--- src/rtl/activ_skew_feeder_if.sv ---
// Handshake and output bundle of the activation skew feeder.
// master: activation buffer side; slave: the feeder itself.
interface activ_skew_feeder_if #(
  parameter int ROWS   = 4,
  parameter int DATA_W = 8,
  parameter int CNT_W  = 16
);
  logic                   in_valid;
  logic                   in_ready;
  logic [ROWS*DATA_W-1:0] in_data;
  logic                   in_last;
  logic [ROWS*DATA_W-1:0] out_activ;
  logic [ROWS-1:0]        out_valid;
  logic                   done;
  logic [CNT_W-1:0]       vec_count;

  modport master (
    output in_valid, in_data, in_last,
    input  in_ready, out_activ, out_valid,
    input  done, vec_count
  );

  modport slave (
    input  in_valid, in_data, in_last,
    output in_ready, out_activ, out_valid,
    output done, vec_count
  );
endinterface

--- src/rtl/activ_skew_feeder.sv ---
// Diagonal skew of activation vectors into the array west edge.
// Ports: clk, rst (sync, active high), bus (slave modport).
// Macro BUBBLE_ZERO_EN: bubbles carry zero data, else hold.
module activ_skew_feeder #(
  parameter int ROWS   = 4,
  parameter int DATA_W = 8,
  parameter int CNT_W  = 16
) (
  input  logic clk,
  input  logic rst,
  activ_skew_feeder_if.slave bus
);

  localparam int DCW = (ROWS > 1) ? $clog2(ROWS) : 1;

  typedef enum logic [1:0] {
    IDLE   = 2'd0,
    STREAM = 2'd1,
    DRAIN  = 2'd2
  } state_t;

  state_t           state;
  logic [DCW-1:0]   drain_cnt;
  logic             done_q;
  logic [CNT_W-1:0] vec_cnt_q;
  logic             rdy;
  logic             acc;

  logic [ROWS*DATA_W-1:0] activ_w;
  logic [ROWS-1:0]        valid_w;

  assign rdy = (state != DRAIN);
  assign acc = bus.in_valid && rdy;

  always_ff @(posedge clk) begin
    if (rst) begin
      state     <= IDLE;
      drain_cnt <= '0;
      done_q    <= 1'b0;
      vec_cnt_q <= '0;
    end else begin
      done_q <= 1'b0;
      if (acc) begin
        if (state == IDLE)
          vec_cnt_q <= CNT_W'(1);
        else if (!(&vec_cnt_q))
          vec_cnt_q <= vec_cnt_q + CNT_W'(1);
      end
      unique case (state)
        IDLE, STREAM: begin
          if (acc) begin
            if (!bus.in_last) begin
              state <= STREAM;
            end else if (ROWS == 1) begin
              // single row: last element already out next cycle
              state  <= IDLE;
              done_q <= 1'b1;
            end else begin
              state     <= DRAIN;
              drain_cnt <= DCW'(ROWS - 1);
            end
          end
        end
        DRAIN: begin
          drain_cnt <= drain_cnt - DCW'(1);
          if (drain_cnt == DCW'(1)) begin
            state  <= IDLE;
            done_q <= 1'b1;
          end
        end
        default: state <= IDLE;
      endcase
    end
  end

  for (genvar r = 0; r < ROWS; r++) begin : g_row
    logic [DATA_W-1:0] d_q [0:r];
    logic [r:0]        v_q;

    always_ff @(posedge clk) begin
      if (rst) begin
        for (int i = 0; i <= r; i++)
          d_q[i] <= '0;
        v_q <= '0;
      end else begin
        v_q[0] <= acc;
        if (acc)
          d_q[0] <= bus.in_data[r*DATA_W +: DATA_W];
`ifdef BUBBLE_ZERO_EN
        else
          d_q[0] <= '0;
`endif
        for (int i = 1; i <= r; i++) begin
          d_q[i] <= d_q[i-1];
          v_q[i] <= v_q[i-1];
        end
      end
    end

    assign activ_w[r*DATA_W +: DATA_W] = d_q[r];
    assign valid_w[r] = v_q[r];
  end

  assign bus.in_ready  = rdy;
  assign bus.out_activ = activ_w;
  assign bus.out_valid = valid_w;
  assign bus.done      = done_q;
  assign bus.vec_count = vec_cnt_q;

endmodule

--- src/flat_wrapper.sv ---
// flat-port wrapper written by rule: the top's interface ports become plain ports
module activ_skew_feeder_flat 
#(
  parameter int ROWS   = 4,
  parameter int DATA_W = 8,
  parameter int CNT_W  = 16
)
  (clk, rst, bus_in_valid, bus_in_data, bus_in_last, bus_in_ready, bus_out_activ, bus_out_valid, bus_done, bus_vec_count);
  activ_skew_feeder_if #(.ROWS(ROWS), .DATA_W(DATA_W), .CNT_W(CNT_W)) bus_i ();
  input  logic clk;
  input  logic rst;
  input wire logic [$bits(bus_i.in_valid)-1:0] bus_in_valid;
  input wire logic [$bits(bus_i.in_data)-1:0] bus_in_data;
  input wire logic [$bits(bus_i.in_last)-1:0] bus_in_last;
  output wire logic [$bits(bus_i.in_ready)-1:0] bus_in_ready;
  output wire logic [$bits(bus_i.out_activ)-1:0] bus_out_activ;
  output wire logic [$bits(bus_i.out_valid)-1:0] bus_out_valid;
  output wire logic [$bits(bus_i.done)-1:0] bus_done;
  output wire logic [$bits(bus_i.vec_count)-1:0] bus_vec_count;
  assign bus_i.in_valid = bus_in_valid;
  assign bus_i.in_data = bus_in_data;
  assign bus_i.in_last = bus_in_last;
  assign bus_in_ready = bus_i.in_ready;
  assign bus_out_activ = bus_i.out_activ;
  assign bus_out_valid = bus_i.out_valid;
  assign bus_done = bus_i.done;
  assign bus_vec_count = bus_i.vec_count;
  activ_skew_feeder #(.ROWS(ROWS), .DATA_W(DATA_W), .CNT_W(CNT_W)) u_core (.clk(clk), .rst(rst), .bus(bus_i));
endmodule
--- config.mk ---
export PLATFORM = sky130hd
export DESIGN_NAME = activ_skew_feeder_flat
export DESIGN_NICKNAME = d
export VERILOG_FILES = /design/src/rtl/activ_skew_feeder_if.sv /design/src/rtl/activ_skew_feeder.sv /design/src/flat_wrapper.sv
export SDC_FILE = /design/constraint.sdc
export NUM_CORES = 1
export LEC_CHECK = 0
export CAP_MARGIN = 10
export CORE_UTILIZATION = 50
export CTS_CLUSTER_SIZE = 12
export DETAILED_ROUTE_END_ITERATION = 7
export HOLD_SLACK_MARGIN = 0.03
export PLACE_DENSITY_LB_ADDON = 0.2
export SLEW_MARGIN = 40
export SYNTH_ARGS = -nofsm -noshare
export SYNTH_HDL_FRONTEND = slang
export SYNTH_SLANG_ARGS = --single-unit
--- constraint.sdc ---
create_clock -name clk -period 2.8 [get_ports clk]
set_clock_uncertainty 0.05 [all_clocks]
set_input_delay 0.7 -clock clk [delete_from_list [all_inputs] [get_ports clk]]
set_output_delay 0.7 -clock clk [all_outputs]
set_load 0.005 [all_outputs]
; Yosys cells after proc, flatten, opt, wreduce, memory -nomap -nowiden
; Memory sizes are Yosys's and may differ from the RTL's.
; Index checks and enable logic that the tools add are counted.
[totals]
mem_bits_rw = 80
out_inout_bits = 54
register_bits = 31
elab_cells = 69
memories = 4
[mem_list]
columns = memory, depth, width, read_ports, rd_clocked_by_memory_dff, wr, line
row1 = u_core.g_row[3].d_q, 4, 8, 4, 0, 4, activ_skew_feeder.sv:77  ; logic [DATA_W-1:0] d_q [0:r];
row2 = u_core.g_row[2].d_q, 3, 8, 3, 0, 3, activ_skew_feeder.sv:77
row3 = u_core.g_row[1].d_q, 2, 8, 2, 0, 2, activ_skew_feeder.sv:77
row4 = u_core.g_row[0].d_q, 1, 8, 1, 0, 1, activ_skew_feeder.sv:77
[classes]
n_bitwise = 10
addsub = 2
n_eq_ne = 8
n_mux = 27
reduce_logical = 10
[op_table]
columns = op, count
row1 = 8-bit two-way mux, 10
row2 = 16-bit two-way mux, 2
row3 = 16-bit by 1-bit adder with 16-bit output (second input constant), 1
row4 = 16-bit AND reduction, 1
row5 = 2-bit two-way mux, 5
row6 = 1-bit OR, 9
row7 = 1-bit two-way mux, 8
row8 = 2-bit case mux with 2 select lines, 2
row9 = 8-bit OR reduction, 1
row10 = 2-bit by 1-bit inequality test with 1-bit output (second input constant), 3
row11 = 2-bit by 1-bit == test with 1-bit output (second input constant), 2
row12 = 2-bit inequality test (second input constant), 2
row13 = 2-bit AND reduction, 2
row14 = 2-bit OR reduction, 2
row15 = 3-bit AND reduction, 1
row16 = 2-bit == test (second input constant), 1
row17 = 2-bit logical NOT, 1
row18 = 2-bit nonzero test, 1
row19 = 2-bit by 1-bit subtractor with 2-bit output (second input constant), 1
row20 = 1-bit logical AND, 1
row21 = 1-bit NOT, 1

; Depth between registers and ports, before layout
[logic_depth]
ltp_word = 7
ltp_mapped = 7
ltp_nobuf = 5

; Least setup slack after synthesis
; OpenSTA, ideal clock, no wires.
[synth_timing]
path_kind = input port to flip-flop
from = in rst
to = mem u_core.g_row[0].d_q[0][0] (enable)
path_buffers = 2
arrival_time_ns = 1.669
slack_ns = 0.700
stages = 4
path_cell_list = clkbuf_1 inv_1 clkbuf_1 nand2_1
[synth_via]
elab_chain_len = 4
[synth_lines]
columns = item, line
row1 = "start, declared", flat_wrapper.sv:11  ; input logic rst;
row2 = 1-bit two-way mux, activ_skew_feeder.sv:81  ; if (rst) begin
row3 = 1-bit two-way mux (not written as such), activ_skew_feeder.sv:88  ; d_q[0] <= bus.in_data[r*DATA_W +: DATA_W];
row4 = 8-bit OR reduction (no line), -
row5 = 1-bit two-way mux (no line) (*), -
row6 = "end, declared", activ_skew_feeder.sv:77
; Mark *: on every way between the ends. The rest lies on a longest branch, timed or not.

; Final worst setup path
[layout_timing]
from = reg u_core.state[0]
to = out bus_in_ready
[layout_via]
elab_chain_len = 1
[layout_lines]
columns = item, line
row1 = "start, declared", activ_skew_feeder.sv:22  ; state_t state;
row2 = "start signal, assigned", activ_skew_feeder.sv:37  ; state <= IDLE;
row3 = "start signal, assigned", activ_skew_feeder.sv:53  ; state <= STREAM;
row4 = "start signal, assigned", activ_skew_feeder.sv:56  ; state <= IDLE;
row5 = 2-bit inequality test, activ_skew_feeder.sv:32  ; assign rdy = (state != DRAIN);
row6 = "end, declared", flat_wrapper.sv:15  ; output wire logic [$bits(bus_i.in_ready)-1:0] bus_in_ready;
; No other way between the ends.

==> results_dict.tcl <==
set metrics [dict create \
    dpl.cell_count 536 \
    clk_latency_ps 340 \
    antenna_found_initial 0 \
    required_ps 2050 \
    post_synth_num_cell_types 46 \
    synth-async-reset-ratio_pct 0 \
    layout_worst_path_cycle_share_pct 86.8 \
    global_route_wire_length_before_repair_microns 12100 \
    cts-resized-gates 0 \
    worst-slew-pin-transition_ps 686 \
    h-tree-depth 3 \
    floorplan.die_area_sq_mm 0.00867 \
    setup_slack_ps 369 \
    yosys_warnings 0 \
    cap_viol_max_count 0 \
    pin_count_of_the_biggest_net_entering_global_routing 77 \
    number_of_diodes_added_for_antenna_fixing 0 \
    ir_drop_uv 254 \
    worstSetupEndpointType "primary output" \
    chipHeight_microns 93.1 \
    cts-hold-fix-buffers 0 \
    clockRootBuffer "sky130_fd_sc_hd__clkbuf_8" \
    outcome "completed" \
    mapped_avg_cell_area_sq_um 11.6 \
    power_per_cell_area_mw_per_mm2 548 \
    crit_path_cell_trace "nand2b_2 -> clkdlybuf4s50_1" \
    port_buffers 89 \
    post_layout_total_power_mw 2.89 \
    clkSinkCount 105 \
    post_cts_buffers 0 \
    layout.cell_area.non_filler_sq_mm 0.00527 \
    hold-worst-slack_ps 385 \
    drtIter0Drc 99 \
    antenna_violation_net_count_after_detailed_routing 0 \
    cts_max_path_buffers 2 \
    globalplace.congestion 0.873 \
    grt_busiest_layer "met2" \
    met3_track_demand_over_resource_in_global_routing_pct 4.07 \
    hold_viol_final 0 \
    mappedNetlistArea_sq_mm 0.00415 \
    wl_microns 7400 \
    synth_largest_area_cell "sky130_fd_sc_hd__edfxtp_1" \
    setup.worst_path.start_class "register" \
    die_w_microns 93.1 \
    core-area_sq_mm 0.00789 \
    final_max_slew_viol_count 0 \
    critical_path_arrival_ps 1680 \
    layout_cells_sized_above_1_pct 7.11 \
    tritoncts "yes" \
    drcViolationCount 0 \
    postSynthCellCount 357 \
    number_of_endpoints_failing_setup_at_the_final_stage 0 \
    slew-limit-headroom_pct 54.3 \
    cts_buffers 9 \
    grt_setup_unrepaired "false" \
    rows 32 \
    hold_path_class "register to register" \
    layoutNonFillerInstCount 552 \
    synth_seq_area_share_pct 62.2 \
    first_global_vias 2555 \
    synth_ff_type "sky130_fd_sc_hd__dfxtp_1" \
    initial_core_util_pct 52.6 \
    ys_top_cells_by_area "sky130_fd_sc_hd__edfxtp_1, sky130_fd_sc_hd__dfxtp_1, sky130_fd_sc_hd__nor2b_1" \
    timing.setup.critical_path_class "register to primary output" \
    dpl_cell_area_sq_mm 0.00507 \
    synth-seq-cells 105 \
    synth_commonest_cells "sky130_fd_sc_hd__nor2b_1, sky130_fd_sc_hd__dfxtp_1, sky130_fd_sc_hd__edfxtp_1, sky130_fd_sc_hd__nand2_1, sky130_fd_sc_hd__buf_4" \
    min_period_ps 2430 \
    post_drt_via_cell_ratio 5.09 \
    final_core_utilization_pct 66.8 \
    boundaryPins 90 \
    dp_hpwl_microns 5190 \
    global_route.overflow_total 0 \
    edff_count_synth 48 \
    gr-usage-met2_pct 29.6 \
    wl_per_cell_microns 13.4 \
    critical_path.slowest_cell "sky130_fd_sc_hd__dfxtp_1" \
    globalRouteTotalUtil_pct 18.0 \
    synth_top_area_share_pct 34.7 \
    drt_pre_antenna_iters 4 \
    cts.reportedPaths.clkPinSlew_ps 100 \
    final.setup.tns_ps 0 \
    fmax_ghz 0.411 \
    timing.critical_path.fanout_max 10 \
    cpPeakStageDelay_ps 580 \
    nets_finish 483 \
    synth.most_common_cell "sky130_fd_sc_hd__nor2b_1" \
    detailroute.via_count 2810 \
    post-place-ws_ps 374 \
    ff2ff_setup_slack_ps 900 \
    grt_util_met1_pct 23.7 \
    syn2layout_area_growth_pct 26.9 \
    power.static_leakage_nw 1.99 \
]
==> worst paths after layout <==
check | startpoint | endpoint | cells past startpoint
hold reg to reg | u_core.g_row[3].d_q[1][7] | u_core.g_row[3].d_q[2][7] | 1
setup reg to reg | u_core.state[0] | u_core.g_row[3].d_q[0][5] | 5
setup / recovery | u_core.state[0] | bus_in_ready | 2
hold / removal | u_core.g_row[3].d_q[1][7] | u_core.g_row[3].d_q[2][7] | 1
==> sequential cells by signal (all words and copies together), names as in the netlist <==
name / count
u_core.g_row.v_q: 4
u_core.g_row.d_q: 80
u_core.bus.done: 1
u_core.state: 2
u_core.drain_cnt: 2
u_core.bus.vec_count: 16
==> power by group <==
part	internal [mW]	switching, mW	leakage [nW]
Clock	0.415	0.499	0.107
Combinational	0.147	0.112	0.913
Sequential	1.68	0.0277	0.969
Total	2.25	0.639	1.99
==> cell usage in the layout, fill, tap and decap left out, types with 2 or more instances in the layout <==
cell	synthesis	final
sky130_fd_sc_hd__nand4_4	2	2
sky130_fd_sc_hd__nor4_1	2	2
sky130_fd_sc_hd__nand3_1	3	3
sky130_fd_sc_hd__o211a_1	2	2
sky130_fd_sc_hd__dfxtp_1	57	57
sky130_fd_sc_hd__a211oi_1	5	5
sky130_fd_sc_hd__o31ai_1	2	2
sky130_fd_sc_hd__nor2_1	11	11
sky130_fd_sc_hd__o311ai_0	4	4
sky130_fd_sc_hd__buf_4	19	4
sky130_fd_sc_hd__clkbuf_8	0	10
sky130_fd_sc_hd__nand4_1	7	7
sky130_fd_sc_hd__a31oi_1	4	4
sky130_fd_sc_hd__o41ai_1	4	4
sky130_fd_sc_hd__edfxtp_1	48	48
sky130_fd_sc_hd__and4_1	3	3
sky130_fd_sc_hd__o21ai_1	2	2
sky130_fd_sc_hd__clkdlybuf4s50_1	0	88
sky130_fd_sc_hd__nor3_1	5	5
sky130_fd_sc_hd__o21ai_0	4	4
sky130_fd_sc_hd__a41o_1	2	2
sky130_fd_sc_hd__o311ai_1	3	3
sky130_fd_sc_hd__nor2b_1	68	68
sky130_fd_sc_hd__inv_1	7	7
sky130_fd_sc_hd__conb_1	1	24
sky130_fd_sc_hd__a21oi_1	14	14
sky130_fd_sc_hd__ha_1	2	2
sky130_fd_sc_hd__and3_1	9	9
sky130_fd_sc_hd__a311oi_1	2	2
sky130_fd_sc_hd__nand2_1	25	25
sky130_fd_sc_hd__and2_1	4	4
==> routing by layer <==
layer	up-vias	wire length (microns)	part of all wire [%]
li1	1401	-	-
met1	1302	3200	43
met2	103	3710	50
met3	4	447	6.0
met4	0	39	0.53
met5	-	0	0
==> worst max-delay path, delay by kind of cell (launching register included) <==
family                 cells  cell delay [ps]
buffers and inverters      1              520
and+or+nand+nor            1              250
DFF                        1              580
==> logic make-up (layout without fill, tap and decap cells) <==
group | count (synthesis) | after routing | synth area share [%]
DFF | 105 | 105 | 62.2
adders and majority gates | 2 | 2 | 0.603
xor gates and xnor gates | 1 | 1 | 0.211
muxes | 1 | 1 | 0.241
AOI/OAI and AO/OA | 53 | 53 | 9.28
other | 1 | 24 | 0.0903
buffers and inverters | 47 | 117 | 6.21
and+or+nand+nor | 147 | 147 | 21.2
==> layout make-up <==
| cell class | instances | area [sq um] |
|---|---|---|
| clock buffers | 12 | 168 |
| clock inverters | 4 | 31.3 |
| fillers | 630 | 2620 |
| inverters | 7 | 26.3 |
| multi-input cells | 228 | 1400 |
| flip-flops and latches | 105 | 2580 |
| well taps | 102 | 128 |
| repair buffers | 94 | 936 |
(Power assumes the default switching activity.)
